===== src/rtl/dmem_load_ctrl.sv =====
// dmem_load_ctrl: MEM-stage load controller driving the SRAM word read controller,
// with sub-word extraction and a one-entry last-word buffer.
module dmem_load_ctrl #(
    parameter int ADDR_W = 20,
    parameter bit BUF_EN = 1
) (
    input  logic              clk,
    input  logic              rst,
    input  logic              mem_req,
    input  logic [31:0]       mem_addr,
    input  logic [2:0]        mem_op,
    input  logic              inv,
    output logic              stall,
    output logic              load_valid,
    output logic [31:0]       load_data,
    output logic              addr_err,
    output logic              read_ce,
    output logic [ADDR_W-1:0] address,
    input  logic [31:0]       rd_data,
    input  logic              rfin
);
    typedef enum logic [1:0] {IDLE, RD, DONE} state_t;
    state_t            state;
    logic [ADDR_W-1:0] buf_addr;
    logic [31:0]       buf_word;
    logic              buf_valid;
    logic              inv_seen;
    logic [2:0]        op_r;
    logic [1:0]        lane_r;
    logic [ADDR_W-1:0] word_addr;
    logic              misaligned;
    logic              hit;
    logic              unused_ok;

    function automatic logic [31:0] extract(input logic [31:0] w, input logic [2:0] op, input logic [1:0] lane);
        logic [7:0]  b;
        logic [15:0] h;
        b = w[8*lane +: 8];
        h = lane[1] ? w[31:16] : w[15:0];
        return op == 3'b000 ? {{24{b[7]}}, b} :
               op == 3'b100 ? {24'b0, b} :
               op == 3'b001 ? {{16{h[15]}}, h} :
               op == 3'b101 ? {16'b0, h} : w;
    endfunction

    assign word_addr  = mem_addr[ADDR_W+1:2];
    // op[1] set means word access (LW and all undefined encodings); op[1:0]==01 is a halfword
    assign misaligned = mem_op[1] ? |mem_addr[1:0] : (mem_op[0] & mem_addr[0]);
    assign hit        = BUF_EN && buf_valid && !inv && buf_addr == word_addr;
    assign stall      = mem_req & ~load_valid;
    assign unused_ok  = &{1'b0, mem_addr[31:ADDR_W+2]};

    always_ff @(posedge clk or negedge rst) begin
        if (!rst) begin
            state      <= IDLE;
            read_ce    <= 1'b0;
            address    <= '0;
            load_valid <= 1'b0;
            load_data  <= '0;
            addr_err   <= 1'b0;
            buf_valid  <= 1'b0;
            buf_addr   <= '0;
            buf_word   <= '0;
            inv_seen   <= 1'b0;
            op_r       <= '0;
            lane_r     <= '0;
        end else begin
            load_valid <= 1'b0;
            if (inv)
                buf_valid <= 1'b0;
            case (state)
                IDLE: if (mem_req) begin
                    addr_err <= misaligned;
                    if (misaligned) begin
                        load_data  <= '0;
                        load_valid <= 1'b1;
                        state      <= DONE;
                    end else if (hit) begin
                        load_data  <= extract(buf_word, mem_op, mem_addr[1:0]);
                        load_valid <= 1'b1;
                        state      <= DONE;
                    end else begin
                        read_ce  <= 1'b1;
                        address  <= word_addr;
                        op_r     <= mem_op;
                        lane_r   <= mem_addr[1:0];
                        inv_seen <= 1'b0;
                        state    <= RD;
                    end
                end
                RD: begin
                    if (inv)
                        inv_seen <= 1'b1;
                    // a store seen at any point of the read makes the returned word stale for reuse
                    if (rfin) begin
                        read_ce    <= 1'b0;
                        load_data  <= extract(rd_data, op_r, lane_r);
                        load_valid <= 1'b1;
                        buf_addr   <= address;
                        buf_word   <= rd_data;
                        buf_valid  <= BUF_EN && !inv && !inv_seen;
                        state      <= DONE;
                    end
                end
                default: state <= IDLE;
            endcase
        end
    end
endmodule


===== config.mk =====
export PLATFORM = sky130hd
export DESIGN_NAME = dmem_load_ctrl
export DESIGN_NICKNAME = d
export VERILOG_FILES = /design/src/rtl/dmem_load_ctrl.sv
export SDC_FILE = /design/constraint.sdc
export NUM_CORES = 1
export LEC_CHECK = 0
export ABC_CLOCK_PERIOD_IN_PS = 3990
export CORE_MARGIN = 5
export CORE_UTILIZATION = 55
export DETAILED_ROUTE_END_ITERATION = 12
export PLACE_DENSITY = 0.95
export SYNTH_ARGS = -nofsm -noshare
export SYNTH_HDL_FRONTEND = slang
export SYNTH_SLANG_ARGS = --single-unit
export TNS_END_PERCENT = 5

===== constraint.sdc =====
create_clock -name clk -period 3.99 [get_ports clk]
set_input_delay 0.5985 -clock clk [delete_from_list [all_inputs] [get_ports clk]]
set_output_delay 0.5985 -clock clk [all_outputs]
set_load 0.05 [all_outputs]

# After elaboration in Yosys (flattened, before gate mapping)
# Index checks and enable logic that the tools add are counted.
[classes]
n_mux = 39
n_reduce_logical = 17
shifts = 2
n_bitwise = 5
eq_ne = 14
[ops]
columns = ["cell", "count"]
rows = [
  ["$mux 32", 12],
  ["$pmux 32 s2", 1],
  ["$shiftx 32x6->8", 2],
  ["$mux 16", 2],
  ["$eq 20x20->1", 1],
  ["$mux 1", 16],
  ["$eq 3x3->1 const B", 4],
  ["$ne 2x2->1 const B", 5],
  ["$reduce_and 5->1", 2],
  ["$mux 2", 4],
  ["$reduce_and 4->1", 2],
  ["$eq 3x1->1 const B", 2],
  ["$logic_not 3->1", 2],
  ["$pmux 1 s2", 3],
  ["$reduce_and 2->1", 3],
  ["$pmux 2 s2", 1],
  ["$logic_and 1x1->1", 3],
  ["$ne 3x3->1 const B", 1],
  ["$not 1->1", 3],
  ["$and 1x1->1", 2],
  ["$eq 2x1->1 const B", 1],
  ["$logic_not 1->1", 2],
  ["$logic_not 2->1", 1],
  ["$reduce_bool 2->1", 1],
  ["$reduce_or 2->1", 1],
]
[totals]
input_bits = 72
register_bits = 116
elab_cells = 89

# Longest topological paths before layout
# Gate-level depths: netlist of run 1.
[depth]
ltp_word = 9
depth_mapped = 9

# Worst setup path after synthesis of run 1
# OpenSTA, ideal clock, no wires.
[synth_path]
path_kind = "in2reg"
startpoint = "input port mem_op[1]"
endpoint = "register address[10]"
arrival_ns = 2.139
setup_time_ns = 0.125
path_buffers = 3
path_slack_ns = 1.726
cell_stages = 7
cell_sequence = "buf_2 > nor2_1 > o21ai_0 > o21ba_2 > buf_2 > buf_2 > mux2_2"
[synth_via]
elab_chain_len = 3
[synth_lines]
columns = ["element", "line_no", "source"]
rows = [
  ["start, declared", "11", "input logic [2:0] mem_op,"],
  ["$mux 1", "48", "assign misaligned = mem_op[1] ? |mem_addr[1:0] : (mem_op[0] & mem_addr[0]);"],
  ["$not 1->1 (no line)", "--", ""],
  ["$reduce_and 4->1 (no line)", "--", ""],
  ["end signal, assigned", "84", "address <= word_addr;"],
  ["end, declared", "18", "output logic [ADDR_W-1:0] address,"],
]
# No other way between the ends.
# A chain may end at the register's enable or synchronous reset.

# Worst setup path after layout of run 1
[layout_path]
startpoint = "input port mem_addr[1]"
endpoint = "register address[6]"
[layout_via]
elab_chain_len = 4
[layout_lines]
columns = ["element", "line_no", "source"]
rows = [
  ["start, declared", "10", "input logic [31:0] mem_addr,"],
  ["$reduce_or 2->1", "48", ""],
  ["$mux 1", "48", ""],
  ["$not 1->1 (no line)", "--", ""],
  ["$reduce_and 4->1 (no line)", "--", ""],
]
# No other way between the ends.

==> reports/results.txt, run 1 <==
Synth Instances = 495
Max Root-Sink Buffers = 2
Worst Path Max Fanout = 28
Filler Cell Count = 710
CTS root buffer = clkbuf_16
syn_area_per_cell = 12.50 µm²
number of global-route vias before repair = 5275
Design Power = 0.006588 W
post-CTS sizing = 0
Seq/Total Area, Yosys = 0.4692
Clock Sinks = 116
Critical Path RT = 4.27 ns
IO buf count = 117
Iter 0 DRT Violations = 502
final setup vio count = 0
Die Width = 116.1 µm
Hold WS = 0.2907 ns
YS warnings = 0
postcts setup bufs = 0
Routed Antenna Nets = 0
Multi-input gate area = 3089 µm²
worst min path class = in2async
crit share post-route = 0.7336
hold violation count in the final report = 0
Clk pin slew, worst setup/hold paths = 0.06 ns
status = finished, final reports clean
min Tclk post-route = 2.927 ns
share of cells above drive strength 1 = 0.2912
nets = 684
antenna cells = 0
final instance area = 8085 µm²
RSZ-0062 raised after global routing = no
worst skew pair latency = 0.41 ns
Synth area leaders = dfrtp_1 47%, mux2_2 18%, mux4_2 6.2%
FFs w/ async S/R, synth = 1.000
hold_buf cts = 0
leak pwr = 3.485 nW
CORE AREA = 10940 µm²
crit path launch type = input port
aggregate global routing overflow = 0
Netlist cell types = 41
sequential cell area = 2903 µm²
DR pass1 iterations = 6
IO Pins = 128
Worst Setup End Kind = flip-flop
GRT Util Overall = 0.2648
die area = 13470 µm²
post-DP HPWL = 11800 µm
Post-synth EDFFs = 0
worst-margin pin slew = 1.325 ns
Starting Density = 0.5658
CP max-delay cell = clkdlybuf4s50_1
first-pass GRT wire length = 27180 µm
number of core rows = 38
via count = 4866
area delta synth->final = 30.68%
crit-path cells = clkdlybuf4s50_1 > a21oi_1 > o21ai_0 > o21ba_2 > mux2_2
most frequent cells in the layout = 116 x dfrtp_1, 116 x clkdlybuf4s50_1, 97 x mux2_2
Slew Viols, Final = 0
placed cell area = 7493 µm²
Power Dens Cells = 814.9 nW/µm²
initial antenna violation count = 0
critical path class = in2reg
WL final = 17200 µm
skew final = 0.009847 ns
Max-cap violations = 0
die height = 116.1 µm
maximum clock rate = 341.6 MHz
pin count of the biggest net entering global routing = 68
TritonCTS clock tree = built
Arr. time, crit path = 3.21 ns
Critical Path Max Stage Delay = 0.81 ns
Max VDD drop = 545.0 µV
RePlAce Congestion = 0.9236
cts bufs inserted = 17
Crit path max-delay family = compound AO/OA/AOI/OAI gates
Yosys top cell by area = dfrtp_1
Post-Syn Area = 6187 µm²
predominant post-synthesis flop cell = dfrtp_1
Synth Register Bits = 116
Mapped Nets = 567
residual DRC count = 0
setup_tns = 0 ns
WP buf/inv = 1
via/cell ratio = 6.361
headroom to the max-slew limit = 0.1146
H-tree depth = 4
drt wl/cell = 22.48 µm
share of the synthesized area in the top cell type = 0.4692
metal layers:
| layer | track usage | vias up | routed length, µm |
|---|---|---|---|
| met3 | 0.09869 | 74 | 1888 |
| met2 | 0.4396 | 309 | 8472 |
| met5 | 0 | - | 0 |
| met4 | 0.1384 | 0 | 765 |
| met1 | 0.2982 | 2414 | 6070 |
| li1 | - | 2069 | - |
logic make-up (layout without fill, tap and decap cells):
group                  after synthesis  count (layout)  share of synthesized area
AO/OA/AOI/OAI                       95              95                     0.1070
XOR/XNOR                            20              20                    0.02831
buffers and inverters               42             172                    0.03316
flip-flops                         116             116                     0.4692
multiplexers                       151             151                     0.3070
AND/OR/NAND/NOR                     71              71                    0.05541
synthesized netlist by cell type, types with 2 or more instances:
| cell type | n |
|---|---|
| a211oi_1 | 7 |
| a21oi_1 | 4 |
| a221o_1 | 16 |
| a22o_1 | 8 |
| and2_1 | 9 |
| buf_2 | 16 |
| buf_6 | 3 |
| clkbuf_1 | 17 |
| dfrtp_1 | 116 |
| inv_1 | 4 |
| mux2_1 | 3 |
| mux2_2 | 97 |
| mux2_4 | 10 |
| mux2i_1 | 24 |
| mux4_2 | 17 |
| nand2_1 | 20 |
| nand3b_1 | 2 |
| nor2_1 | 23 |
| nor2b_1 | 4 |
| nor3b_1 | 2 |
| nor4_1 | 4 |
| o21a_1 | 2 |
| o21ai_0 | 43 |
| o2bb2ai_1 | 8 |
| xor2_1 | 20 |
report_power, final:
group	internal, W	switching, W	total (W)
registers	0.00170	0.000443	0.00214
clock network	0.000944	0.000561	0.00151
logic	0.00132	0.00162	0.00294
total	0.00396	0.00263	0.00659
stage by stage:
| step | std cells | setup WS, ns | util |
|---|---|---|---|
| global route | 765 | 1.003 | 0.7394 |
| global placement | 733 | 0.8281 | 0.6852 |
| finish | 765 | 1.063 | 0.7394 |
| detailed placement | 733 | 0.7352 | 0.6852 |
| CTS | 765 | 1.117 | 0.7394 |
| floorplan | 495 | 1.726 | - |
flip-flops by register name (all words and copies together) (netlist names):
| register | count |
|---|---|
| buf_valid | 1 |
| inv_seen | 1 |
| state | 2 |
| load_data | 32 |
| op_r | 3 |
| buf_word | 32 |
| read_ce | 1 |
| address | 20 |
| buf_addr | 20 |
| load_valid | 1 |
| lane_r | 2 |
| addr_err | 1 |
final timing paths:
check | from | to | slack [ns] | cells after the start
max in group asynchronous | rst | lane_r[1] | 2.72 | 2
setup / recovery | mem_addr[1] | address[6] | 1.06 | 5
hold reg to reg | load_data[5] | load_data[5] | 0.49 | 1
min in group clk | load_data[5] | load_data[5] | 0.49 | 1
setup reg to reg | lane_r[1] | load_data[21] | 1.20 | 6
hold / removal | rst | load_data[26] | 0.29 | 1
final cells by class:
| type | count | area share |
|---|---|---|
| multi-input cells | 337 | 0.3821 |
| flip-flops and latches | 116 | 0.3590 |
| repair buffers | 136 | 0.1622 |
| clock buffers | 19 | 0.05478 |
| well taps | 140 | 0.02167 |
| clock inverters | 13 | 0.01842 |
| inverters | 4 | 0.001857 |
(Power assumes the default switching activity.)
==> inputs of run 2 (changes only) <==
--- a/config.mk
+++ b/config.mk
@@ -5,11 +5,11 @@
 export SDC_FILE = /design/constraint.sdc
 export NUM_CORES = 1
 export LEC_CHECK = 0
-export ABC_CLOCK_PERIOD_IN_PS = 3990
+export ABC_CLOCK_PERIOD_IN_PS = 2700
 export CORE_MARGIN = 5
-export CORE_UTILIZATION = 55
+export CORE_UTILIZATION = 52
 export DETAILED_ROUTE_END_ITERATION = 12
-export PLACE_DENSITY = 0.95
+export PLACE_DENSITY = 0.92
 export SYNTH_ARGS = -nofsm -noshare
 export SYNTH_HDL_FRONTEND = slang
 export SYNTH_SLANG_ARGS = --single-unit
==> constraint.sdc (replaced) <==
create_clock -name clk -period 2.7 [get_ports clk]
set_input_delay 0.405 -clock clk [delete_from_list [all_inputs] [get_ports clk]]
set_output_delay 0.405 -clock clk [all_outputs]
set_load 0.05 [all_outputs]
==> reports/results.txt, run 2 (same netlist as run 1, synthesis figures left out) <==
IO Pins = 128 (unchanged)
headroom to the max-slew limit = 0.1097 (was 0.1146)
worst r2r dst = address[4] (was load_data[21])
Starting Density = 0.5350 (was 0.5658)
maximum clock rate = 410.2 MHz
antenna cells = 0 (unchanged)
number of global-route vias before repair = 5245 (was 5275)
die area = 14180 µm² (was 13470 µm²)
Iter 0 DRT Violations = 480 (was 502)
leak pwr = 3.546 nW (was 3.485 nW)
hold violation count in the final report = 0 (unchanged)
Worst Path Max Fanout = 16 (was 28)
reg2reg path depth = 5 (was 6)
Worst Hold Launch = load_data[8]
share of cells above drive strength 1 = 0.2934 (was 0.2912)
CTS root buffer = clkbuf_16 (unchanged)
Critical Path RT = 3.06 ns (was 4.27 ns)
min Tclk post-route = 2.438 ns
Routed Antenna Nets = 0 (unchanged)
WHS Path Cells = 1
met2 Use GR = 0.4140 (was 0.4396)
residual DRC count = 0 (unchanged)
Die Width = 119.1 µm (was 116.1 µm)
crit path launch type = input port (unchanged)
Max-cap violations = 0 (unchanged)
drt wl/cell = 22.07 µm (was 22.48 µm)
worst min path class = reg2reg (was in2async)
Filler Cell Count = 775 (was 710)
via/cell ratio = 6.225 (was 6.361)
die height = 119.1 µm (was 116.1 µm)
worst hold endpoint = load_data[8]
IO buf count = 117 (unchanged)
post-DP HPWL = 11620 µm (was 11800 µm)
aggregate global routing overflow = 0 (unchanged)
WL final = 17150 µm (was 17200 µm)
most frequent cells in the layout = 116 x dfrtp_1, 116 x clkdlybuf4s50_1, 97 x mux2_2 (unchanged)
final setup vio count = 0 (unchanged)
TritonCTS clock tree = built (unchanged)
critical path class = in2reg (unchanged)
worst skew pair latency = 0.42 ns (was 0.41 ns)
Multi-input gate area = 3089 µm² (unchanged)
postcts setup bufs = 0 (unchanged)
biggest registers after layout = buf_word: 32 flops, load_data: 32 flops (unchanged)
final core area utilization = 0.7076 (was 0.7394)
Power Dens Cells = 1184 nW/µm² (was 814.9 nW/µm²)
first-pass GRT wire length = 27700 µm (was 27180 µm)
sequential cell area = 2903 µm² (unchanged)
initial antenna violation count = 0 (unchanged)
status = finished, final reports clean (unchanged)
busiest metal layer after global routing = met2 (unchanged)
M3 GR Usage = 0.08341 (was 0.09869)
Clk pin slew, worst setup/hold paths = 0.05 ns (was 0.06 ns)
Hold WS = 0.5022 ns (was 0.2907 ns)
DR pass1 iterations = 5 (was 6)
CORE AREA = 11560 µm² (was 10940 µm²)
Design Power = 0.009690 W (was 0.006588 W)
met1 GRT Util = 0.2976 (was 0.2982)
skew final = 0.005239 ns (was 0.009847 ns)
via count = 4837 (was 4866)
GRT Util Overall = 0.2502 (was 0.2648)
Worst Setup End Kind = flip-flop (unchanged)
Arr. time, crit path = 2.80 ns (was 3.21 ns)
Max Root-Sink Buffers = 2 (unchanged)
crit share post-route = 0.9030
setup_tns = 0 ns (unchanged)
Max VDD drop = 786.9 µV (was 545.0 µV)
worst r2r src = buf_addr[7] (was lane_r[1])
H-tree depth = 4 (unchanged)
area delta synth->final = 32.25% (was 30.68%)
reg-to-reg setup timing slack = 0.43 ns (was 1.20 ns)
RePlAce Congestion = 0.9627 (was 0.9236)
pin count of the biggest net entering global routing = 69 (was 68)
Slew Viols, Final = 0 (unchanged)
number of core rows = 39 (was 38)
nets = 694 (was 684)
cts bufs inserted = 17 (unchanged)
Clock Sinks = 116 (unchanged)
worst-margin pin slew = 1.333 ns (was 1.325 ns)
RSZ-0062 raised after global routing = no (unchanged)
run 2: cell types whose count changed in the layout (fill, tap and decap cells not counted), moves of 3 or more:
cell and delta:
buf_12 +4, buf_4 +5, clkbuf_1 +4, clkbuf_8 +4
clkinv_4 -3, clkinvlp_4 -3, inv_6 -4
run 2: layout make-up:
| type | instances | share of cell area |
|---|---|---|
| Multi-Input combinational cell | 337 | 0.3775 |
| Sequential cell | 116 | 0.3547 |
| Timing Repair Buffer | 146 | 0.1758 |
| Clock buffer | 27 | 0.06269 |
| Tap cell | 143 | 0.02187 |
| Clock inverter | 4 | 0.005505 |
| Inverter | 4 | 0.001835 |
run 2: how the worst max path moves through the flow:
| stage | startpoint | endpoint | slack (ns) | cells past startpoint |
|---|---|---|---|---|
| floorplan | mem_op[1] | address[10] | 0.63 | 7 |
| global placement | mem_op[0] | load_data[21] | -0.06 | 7 |
| detailed placement | mem_op[0] | load_data[21] | -0.12 | 7 |
| CTS | mem_addr[9] | address[4] | 0.31 | 6 |
| global route | mem_op[0] | load_data[21] | 0.23 | 7 |
| finish | mem_op[0] | load_data[21] | 0.26 | 7 |
run 2: what timing repair did:
action | 4_1_cts | 5_1_grt
hold endpoints to repair | 13 | 0
endpoints found under the setup margin | 0 | 0
gates resized for setup | 0 | 0
hold buffers | 1 | 0
run 2: metal layers:
layer / vias up / share of wire / routed length (µm)
met3: 42 / 0.11 / 1803
li1: 2093 / - / -
met1: 2401 / 0.36 / 6166
met5: - / 0 / 0
met4: 0 / 0.026 / 453
met2: 301 / 0.51 / 8724
run 2: stage by stage:
step	std cells	area (µm²)	worst slack, ns
finish	777	8183	0.2620
global route	777	8183	0.2256
CTS	777	8183	0.3092
detailed placement	745	7615	-0.1198
global placement	745	7615	-0.05986
floorplan	495	6187	0.6296
run 2: where the power goes:
| part | total (W) | internal [W] | leakage (nW) | switching [W] |
|---|---|---|---|---|
| Combinational | 0.00441 | 0.00199 | 1.85 | 0.00242 |
| Clock | 0.00212 | 0.00137 | 0.277 | 0.000747 |
| Sequential | 0.00316 | 0.00252 | 1.42 | 0.000639 |
run 2: worst max-delay path, stage by stage:
cell and delay (ns):
clkdlybuf4s50_1 0.45, buf_4 0.18, or2_2 0.31, a221oi_2 0.34
and2_1 0.65, a221o_1 0.31, mux2_2 0.15
